==> src/rtl/cp0_irq_ctrl_if.sv <==
// rtl/cp0_irq_ctrl_if.sv - mtc0/mfc0 register access bus for cp0_irq_ctrl
// Purpose: groups the CP0 register read/write signals driven from the M stage.
// Signals: we (mtc0 write strobe), addr (CP0 register number),
//          wdata (mtc0 data), rdata (mfc0 data, combinational from addr).
// Modports: master (pipeline side), slave (cp0_irq_ctrl side).
interface cp0_irq_ctrl_if;
    logic        we;
    logic [4:0]  addr;
    logic [31:0] wdata;
    logic [31:0] rdata;

    modport master (output we, output addr, output wdata, input rdata);
    modport slave  (input we, input addr, input wdata, output rdata);
endinterface

==> src/rtl/cp0_irq_ctrl.sv <==
// rtl/cp0_irq_ctrl.sv - CP0 status/cause/EPC registers with interrupt and exception entry
// Purpose: holds SR, Cause, EPC and PRId, samples hardware interrupt lines
//          (level or sticky rising-edge per line), raises a same-cycle
//          redirect request and performs exception entry / eret.
// Optional feature: define CP0_TIMER_COUNT_EN to add Count(9)/Compare(11)
//          with a sticky timer interrupt ORed into IP[15].
// Ports:   clk, reset (asynchronous, active-low)
//          bus        - register access (we/addr/wdata/rdata), slave side
//          pc_m, exc_code, bd, eret - M-stage exception inputs
//          hw_int     - raw hardware interrupt lines
//          req        - flush/redirect request (combinational)
//          handler_pc - handler entry PC (EXC_VECTOR)
//          epc, exl   - EPC register and SR.EXL, straight from flops
module cp0_irq_ctrl #(
    parameter int          NUM_HWINT     = 6,
    parameter logic [5:0]  IRQ_EDGE_MASK = 6'b000000,
    parameter logic [31:0] EXC_VECTOR    = 32'h0000_4180
) (
    input  logic                 clk,
    input  logic                 reset,
    cp0_irq_ctrl_if.slave        bus,
    input  logic [31:0]          pc_m,
    input  logic [4:0]           exc_code,
    input  logic                 bd,
    input  logic                 eret,
    input  logic [NUM_HWINT-1:0] hw_int,
    output logic                 req,
    output logic [31:0]          handler_pc,
    output logic [31:0]          epc,
    output logic                 exl
);

    localparam logic [31:0] PRID = 32'h4342_5541;
    localparam logic [4:0]  ADDR_COUNT   = 5'd9;
    localparam logic [4:0]  ADDR_COMPARE = 5'd11;
    localparam logic [4:0]  ADDR_SR      = 5'd12;
    localparam logic [4:0]  ADDR_CAUSE   = 5'd13;
    localparam logic [4:0]  ADDR_EPC     = 5'd14;
    localparam logic [4:0]  ADDR_PRID    = 5'd15;
    localparam logic [NUM_HWINT-1:0] EDGE_LINES = IRQ_EDGE_MASK[NUM_HWINT-1:0];

    logic [5:0]           sr_im;
    logic                 sr_ie;
    logic                 cause_bd;
    logic [4:0]           cause_exc;
    logic [NUM_HWINT-1:0] edge_hist;
    logic [NUM_HWINT-1:0] edge_pend;
    logic                 hist_vld;
    logic [5:0]           ip;
    logic                 int_req;
    logic                 exc_req;
    logic                 wr_en;
    logic [31:0]          pc_adj;
    logic [31:0]          epc_entry;

    assign handler_pc = EXC_VECTOR;

`ifdef CP0_TIMER_COUNT_EN
    logic [31:0] count;
    logic [31:0] compare;
    logic        timer_pend;
    logic        timer_hit;

    assign timer_hit = (count == compare);

    // Count free-runs; a Compare write both reprograms and acknowledges the timer.
    always_ff @(posedge clk or negedge reset) begin
        if (!reset) begin
            count      <= 32'd0;
            compare    <= 32'd0;
            timer_pend <= 1'b0;
        end else begin
            if (wr_en && bus.addr == ADDR_COUNT) begin
                count <= bus.wdata;
            end else begin
                count <= count + 32'd1;
            end
            if (wr_en && bus.addr == ADDR_COMPARE) begin
                compare    <= bus.wdata;
                timer_pend <= 1'b0;
            end else if (timer_hit) begin
                timer_pend <= 1'b1;
            end
        end
    end
`endif

    // IP vector: level lines pass straight through, edge lines show their
    // sticky pending bit. Forced to 0 while in reset so Cause reads 0.
    always_comb begin
        ip = 6'd0;
        for (int i = 0; i < NUM_HWINT; i++) begin
            ip[i] = EDGE_LINES[i] ? edge_pend[i] : hw_int[i];
        end
`ifdef CP0_TIMER_COUNT_EN
        // Include the live compare hit so req rises in the Count==Compare cycle.
        ip[5] = ip[5] | timer_pend | timer_hit;
`endif
        if (!reset) begin
            ip = 6'd0;
        end
    end

    assign int_req = reset & sr_ie & ~exl & (|(ip & sr_im));
    assign exc_req = reset & ~exl & (exc_code != 5'd0);
    assign req     = int_req | exc_req;

    // Exception entry takes precedence over any mtc0 issued in the same cycle.
    assign wr_en = bus.we & ~req;

    assign pc_adj    = bd ? (pc_m - 32'd4) : pc_m;
    assign epc_entry = pc_adj & 32'hFFFF_FFFC;

    // Edge detection. hist_vld keeps the first clock after reset from
    // treating an already-high line as a fresh rising edge.
    always_ff @(posedge clk or negedge reset) begin
        if (!reset) begin
            edge_hist <= '0;
            edge_pend <= '0;
            hist_vld  <= 1'b0;
        end else begin
            edge_hist <= hw_int;
            hist_vld  <= 1'b1;
            for (int i = 0; i < NUM_HWINT; i++) begin
                if (EDGE_LINES[i]) begin
                    if (hist_vld && hw_int[i] && !edge_hist[i]) begin
                        edge_pend[i] <= 1'b1;
                    end else if (wr_en && bus.addr == ADDR_CAUSE && !bus.wdata[10+i]) begin
                        edge_pend[i] <= 1'b0;
                    end
                end
            end
        end
    end

    always_ff @(posedge clk or negedge reset) begin
        if (!reset) begin
            sr_im     <= 6'd0;
            sr_ie     <= 1'b0;
            exl       <= 1'b0;
            cause_bd  <= 1'b0;
            cause_exc <= 5'd0;
            epc       <= 32'd0;
        end else if (req) begin
            exl       <= 1'b1;
            cause_exc <= int_req ? 5'd0 : exc_code;
            cause_bd  <= bd;
            epc       <= epc_entry;
        end else begin
            if (bus.we) begin
                case (bus.addr)
                    ADDR_SR: begin
                        sr_im <= bus.wdata[15:10];
                        exl   <= bus.wdata[1];
                        sr_ie <= bus.wdata[0];
                    end
                    ADDR_EPC: epc <= bus.wdata;
                    default: ;
                endcase
            end
            if (eret) begin
                exl <= 1'b0;
            end
        end
    end

    always_comb begin
        bus.rdata = 32'd0;
        if (reset) begin
            case (bus.addr)
                ADDR_SR:      bus.rdata = {16'd0, sr_im, 8'd0, exl, sr_ie};
                ADDR_CAUSE:   bus.rdata = {cause_bd, 15'd0, ip, 3'd0, cause_exc, 2'd0};
                ADDR_EPC:     bus.rdata = epc;
                ADDR_PRID:    bus.rdata = PRID;
`ifdef CP0_TIMER_COUNT_EN
                ADDR_COUNT:   bus.rdata = count;
                ADDR_COMPARE: bus.rdata = compare;
`endif
                default:      bus.rdata = 32'd0;
            endcase
        end
    end

endmodule

==> src/flat_wrapper.sv <==
// flat-port wrapper written by rule: the top's interface ports become plain ports
module cp0_irq_ctrl_flat 
#(
    parameter int          NUM_HWINT     = 6,
    parameter logic [5:0]  IRQ_EDGE_MASK = 6'b000000,
    parameter logic [31:0] EXC_VECTOR    = 32'h0000_4180
)
  (clk, reset, pc_m, exc_code, bd, eret, hw_int, req, handler_pc, epc, exl, bus_we, bus_addr, bus_wdata, bus_rdata);
  cp0_irq_ctrl_if bus_i ();
  input  logic clk;
  input  logic reset;
  input  logic [31:0] pc_m;
  input  logic [4:0] exc_code;
  input  logic bd;
  input  logic eret;
  input  logic [NUM_HWINT-1:0] hw_int;
  output logic req;
  output logic [31:0] handler_pc;
  output logic [31:0] epc;
  output logic exl;
  input wire logic [$bits(bus_i.we)-1:0] bus_we;
  input wire logic [$bits(bus_i.addr)-1:0] bus_addr;
  input wire logic [$bits(bus_i.wdata)-1:0] bus_wdata;
  output wire logic [$bits(bus_i.rdata)-1:0] bus_rdata;
  assign bus_i.we = bus_we;
  assign bus_i.addr = bus_addr;
  assign bus_i.wdata = bus_wdata;
  assign bus_rdata = bus_i.rdata;
  cp0_irq_ctrl #(.NUM_HWINT(NUM_HWINT), .IRQ_EDGE_MASK(IRQ_EDGE_MASK), .EXC_VECTOR(EXC_VECTOR)) u_core (.clk(clk), .reset(reset), .bus(bus_i), .pc_m(pc_m), .exc_code(exc_code), .bd(bd), .eret(eret), .hw_int(hw_int), .req(req), .handler_pc(handler_pc), .epc(epc), .exl(exl));
endmodule
==> config.mk <==
export PLATFORM = sky130hd
export DESIGN_NAME = cp0_irq_ctrl_flat
export DESIGN_NICKNAME = d
export VERILOG_FILES = /design/src/rtl/cp0_irq_ctrl_if.sv /design/src/rtl/cp0_irq_ctrl.sv /design/src/flat_wrapper.sv
export SDC_FILE = /design/constraint.sdc
export NUM_CORES = 1
export LEC_CHECK = 0
export ABC_AREA = 1
export CAP_MARGIN = 0
export CORE_ASPECT_RATIO = 1.5
export CORE_MARGIN = 1.5
export CORE_UTILIZATION = 43
export DETAILED_ROUTE_END_ITERATION = 8
export PLACE_DENSITY = 0.92
export SYNTH_ARGS = -nofsm -noshare
export SYNTH_HDL_FRONTEND = slang
export SYNTH_SLANG_ARGS = --single-unit
==> constraint.sdc <==
create_clock -name clk -period 2.75 [get_ports clk]
set_input_delay 0.825 -clock clk [delete_from_list [all_inputs] [get_ports clk]]
set_output_delay 0.825 -clock clk [all_outputs]
set_load 0.02 [all_outputs]
==> flow_summary.rst <==
.. list-table::
   :header-rows: 1

   * - Metric
     - Value
   * - Outcome
     - finished, violations left
   * - Violated checks
     - setup timing
   * - Total power
     - 2.77 mW
   * - Clock-pin transition on the worst setup and hold timing paths
     - roughly 0.06 ns
   * - EDFF count, synth
     - 0
   * - Number of global-route vias before repair
     - around 4,300
   * - Unrepaired setup endpoints after global routing
     - yes
   * - Final antenna diode count
     - 0
   * - Number of nets still failing antenna checks after routing
     - 0
   * - Detailed-route DRC error count
     - 0
   * - Synthesized netlist cell count
     - approximately 640
   * - Maximum number of pins on one net before global-route repair
     - 44
   * - Top-count cell post-synth
     - nand2_1
   * - Post-DP HPWL
     - 10.2 mm
   * - Max Transition Viols Final
     - 0
   * - Data required, critical path
     - a little under 2 ns
   * - Sw Share
     - 0.365
   * - Vias/cell
     - between 5 and 6
   * - Commonest cells in the synthesized netlist
     - nand2_1 (216), nor2_1 (84), inv_1 (65)
   * - Signal arrival time at the worst endpoint
     - 1.96 ns
   * - Layout cell share with drive strength beyond 1
     - 0.175
   * - Total CTS buffers
     - 5
   * - Chip width
     - roughly 80 um
   * - Fraction of power consumed by sequential logic
     - 0.358
   * - Global-route wire length before repair
     - between 20 and 25 mm
   * - Cell accounting for the most synthesized area
     - dfrtp_1
   * - Number of sinks on the clock net
     - 46
   * - Depth of the most critical reg-to-reg path
     - 10
   * - Core Box Area
     - around 8900 um^2
   * - Later-pin clock latency in the skew report
     - around 0.29 ns
   * - Endpoint of the worst hold-timing path
     - u_core.epc[14]$_DFFE_PN0P_
   * - Pwr Density
     - about 470 nW/um^2
   * - Nature of the critical path startpoint
     - input port
   * - Placer Congestion
     - 0.919
   * - Post-Route WL
     - 13.5 mm
   * - Peak supply drop
     - 0.398 mV
   * - Share of power burned in combinational logic
     - 0.398
   * - Post-synthesis instance area
     - 4000 um^2
   * - Start of the worst register-to-register path
     - u_core.sr_im[0]$_DFFE_PN0P_
   * - Buffer levels on the longest clock path
     - 2
   * - Depth of the worst hold-timing path
     - 2
   * - Share of the synthesized area in the top cell type
     - 0.288
   * - Yosys warning total
     - 0
   * - Reported leakage power
     - around 3.0 nW
   * - Final net count
     - 895
   * - Setup Slack @ Placement
     - -0.840 ns
   * - Part of the Yosys area used for sequential elements
     - 0.288
   * - Cell internal power dissipation
     - around 1.8 mW
   * - Crit Path Max Fanout
     - 6
   * - All-Layer GR Usage
     - 0.271
   * - Antenna violations before repair
     - 0
   * - Async SR Flop Fraction
     - 1.00
   * - Switching power total
     - slightly above 1 mW
   * - Final hold violations
     - 0
   * - Setup TNS
     - -0.0354 ns
   * - Clock Skew
     - ~0.0058 ns
   * - Count of boundary I/O pins
     - about 180
   * - Initial standard-cell utilization of the core
     - 0.448
   * - Die height
     - approximately 120 um
   * - Avg Inst Size Synth
     - approximately 6.3 um^2
   * - Startpoint of the worst setup timing path
     - bus_addr[1]
   * - Worst R2R Setup Slack
     - about 0.81 ns
   * - Fmax
     - about 0.36 GHz
   * - Via total after detailed routing
     - between 4,000 and 5,000
   * - Power share of the clock group
     - 0.245
   * - TritonCTS clock tree
     - yes
   * - Critical setup path kind
     - in -> out
   * - I/O Buffers
     - around 150
   * - Setup slack of the critical path after layout
     - -0.0354 ns
   * - Number of distinct standard cells referenced by the synthesized netlist
     - 35
   * - Final critical-path required period
     - ~2.8 ns
   * - Routed wire length per instance
     - 14.6 um
   * - Worst flop-to-flop path endpoint
     - u_core.epc[24]$_DFFE_PN0P_
   * - Leading post-synthesis cells by cell area
     - dfrtp_1 (29%), nand2_1 (20%), nor2_1 (7.9%), nand3_1 (7.5%), buf_4 (6.9%)
   * - Final period utilization
     - 1.01
   * - Number of endpoints failing setup at the final stage
     - 1
   * - Hold crit path type
     - reg -> reg
   * - Endpoint kind of the worst setup timing path
     - output port
   * - Hold buffer count at CTS
     - 0
   * - Post-synthesis sequential element count
     - 46
   * - Initial DRT Pass Iterations
     - 5
   * - Synth Flop Type
     - dfrtp_1
   * - FILL cells
     - between 700 and 800
   * - Starting DRT DRC Count
     - 243
   * - Die area
     - approximately 9900 um^2
   * - Count of H-tree levels built during CTS
     - 2
   * - Startpoint of the tightest hold check path
     - u_core.epc[14]$_DFFE_PN0P_
   * - Cell row count
     - between 40 and 50
   * - Total of max-cap violations
     - 0
   * - Remaining global-route overflow
     - 0
   * - P&R area growth vs syn
     - 46.7%
   * - Cell chosen for the clock root
     - clkbuf_16
[cell type report]
class                   instances  area (um^2)  share of cell area
well taps                     110          138              0.0235
multi-input cells             498         2410               0.411
clock inverters                 1         30.0             0.00512
repair buffers                189         1750               0.298
flip-flops and latches         46         1150               0.196
inverters                      69          262              0.0446
clock buffers                   7          133              0.0226
[flip-flops by register name (all words and copies together), names as in the netlist]
register / count
u_core.sr_ie: 1
u_core.cause_bd: 1
u_core.epc: 32
u_core.exl: 1
u_core.cause_exc: 5
u_core.sr_im: 6
[through the flow]
stage          utilization  std cells  hold WS [ns]  area [um^2]
4_1_cts              0.644        917         0.510         5760
3_3_place_gp         0.624        905         0.489         5570
3_5_place_dp         0.624        905         0.493         5570
6_report             0.657        920         0.509         5870
5_1_grt              0.657        920         0.544         5870
2_1_floorplan            -        667         0.469         4130
[power by group through the flow]
stage	sequential (mW)	combinational, mW	clock [mW]
finish	0.992	1.10	0.679
global route	1.01	1.20	0.701
CTS	0.985	1.09	0.678
detailed placement	0.994	1.08	0
global placement	0.990	1.06	0
floorplan	1.10	0.471	0
[routing by layer]
| layer | up-vias | part of all wire | track usage |
|---|---|---|---|
| met5 | - | 0 | 0 |
| met2 | 192 | 0.54 | 0.497 |
| met1 | 2135 | 0.37 | 0.312 |
| met3 | 27 | 0.053 | 0.0203 |
| li1 | 2279 | - | - |
| met4 | 0 | 0.034 | 0.117 |
[placed cells by master (no fill, tap or decap), types with 4 or more instances in the layout]
cell type	count
a21oi_1	10
a21oi_2	5
buf_2	13
buf_4	43
buf_6	19
clkbuf_16	5
clkdlybuf4s50_1	100
conb_1	32
dfrtp_1	46
dlymetal6s2s_1	7
inv_1	58
inv_2	10
nand2_1	211
nand2_4	5
nand3_1	50
nand3_2	12
nand4_1	12
nor2_1	83
nor2_2	6
nor3_1	4
o211ai_1	4
o21ai_0	18
o21ai_1	11
xnor2_1	5
xor2_1	5
[how the worst max path moves through the flow]
stage / endpoint / slack [ns] / cells past startpoint
6_report: bus_rdata[31] / -0.04 / 7
5_1_grt: bus_rdata[31] / -0.06 / 9
4_1_cts: bus_rdata[31] / -0.11 / 9
3_5_place_dp: bus_rdata[11] / -0.84 / 9
3_3_place_gp: bus_rdata[31] / -0.80 / 7
2_1_floorplan: bus_rdata[16] / 0.03 / 7
[kinds of logic (layout without fill, tap and decap cells)]
kind of cell | Yosys count | after routing | synth area share
DFF | 46 | 46 | 0.288
and+or+nand+nor | 397 | 397 | 0.431
buffers and inverters | 123 | 266 | 0.172
other | 2 | 32 | 0.00188
xor gates and xnor gates | 10 | 10 | 0.0219
AOI/OAI and AO/OA | 58 | 58 | 0.0820
adders and majority gates | 1 | 1 | 0.00313
[repair_timing]
action | CTS | global route
gates resized for setup | 180 | 50
cloned | 1 | 0
endpoints found under the setup margin | 33 | 27
pin swaps | 6 | 13
setup buffers | 3 | 3
[worst max-delay path, stage by stage]
cell	delay (ns)
buf_6	0.11
nor4_4	0.40
buf_6	0.20
buf_6	0.11
nand2_4	0.05
a21oi_4	0.13
buf_6	0.13
Power figures use the tool's default switching activity.
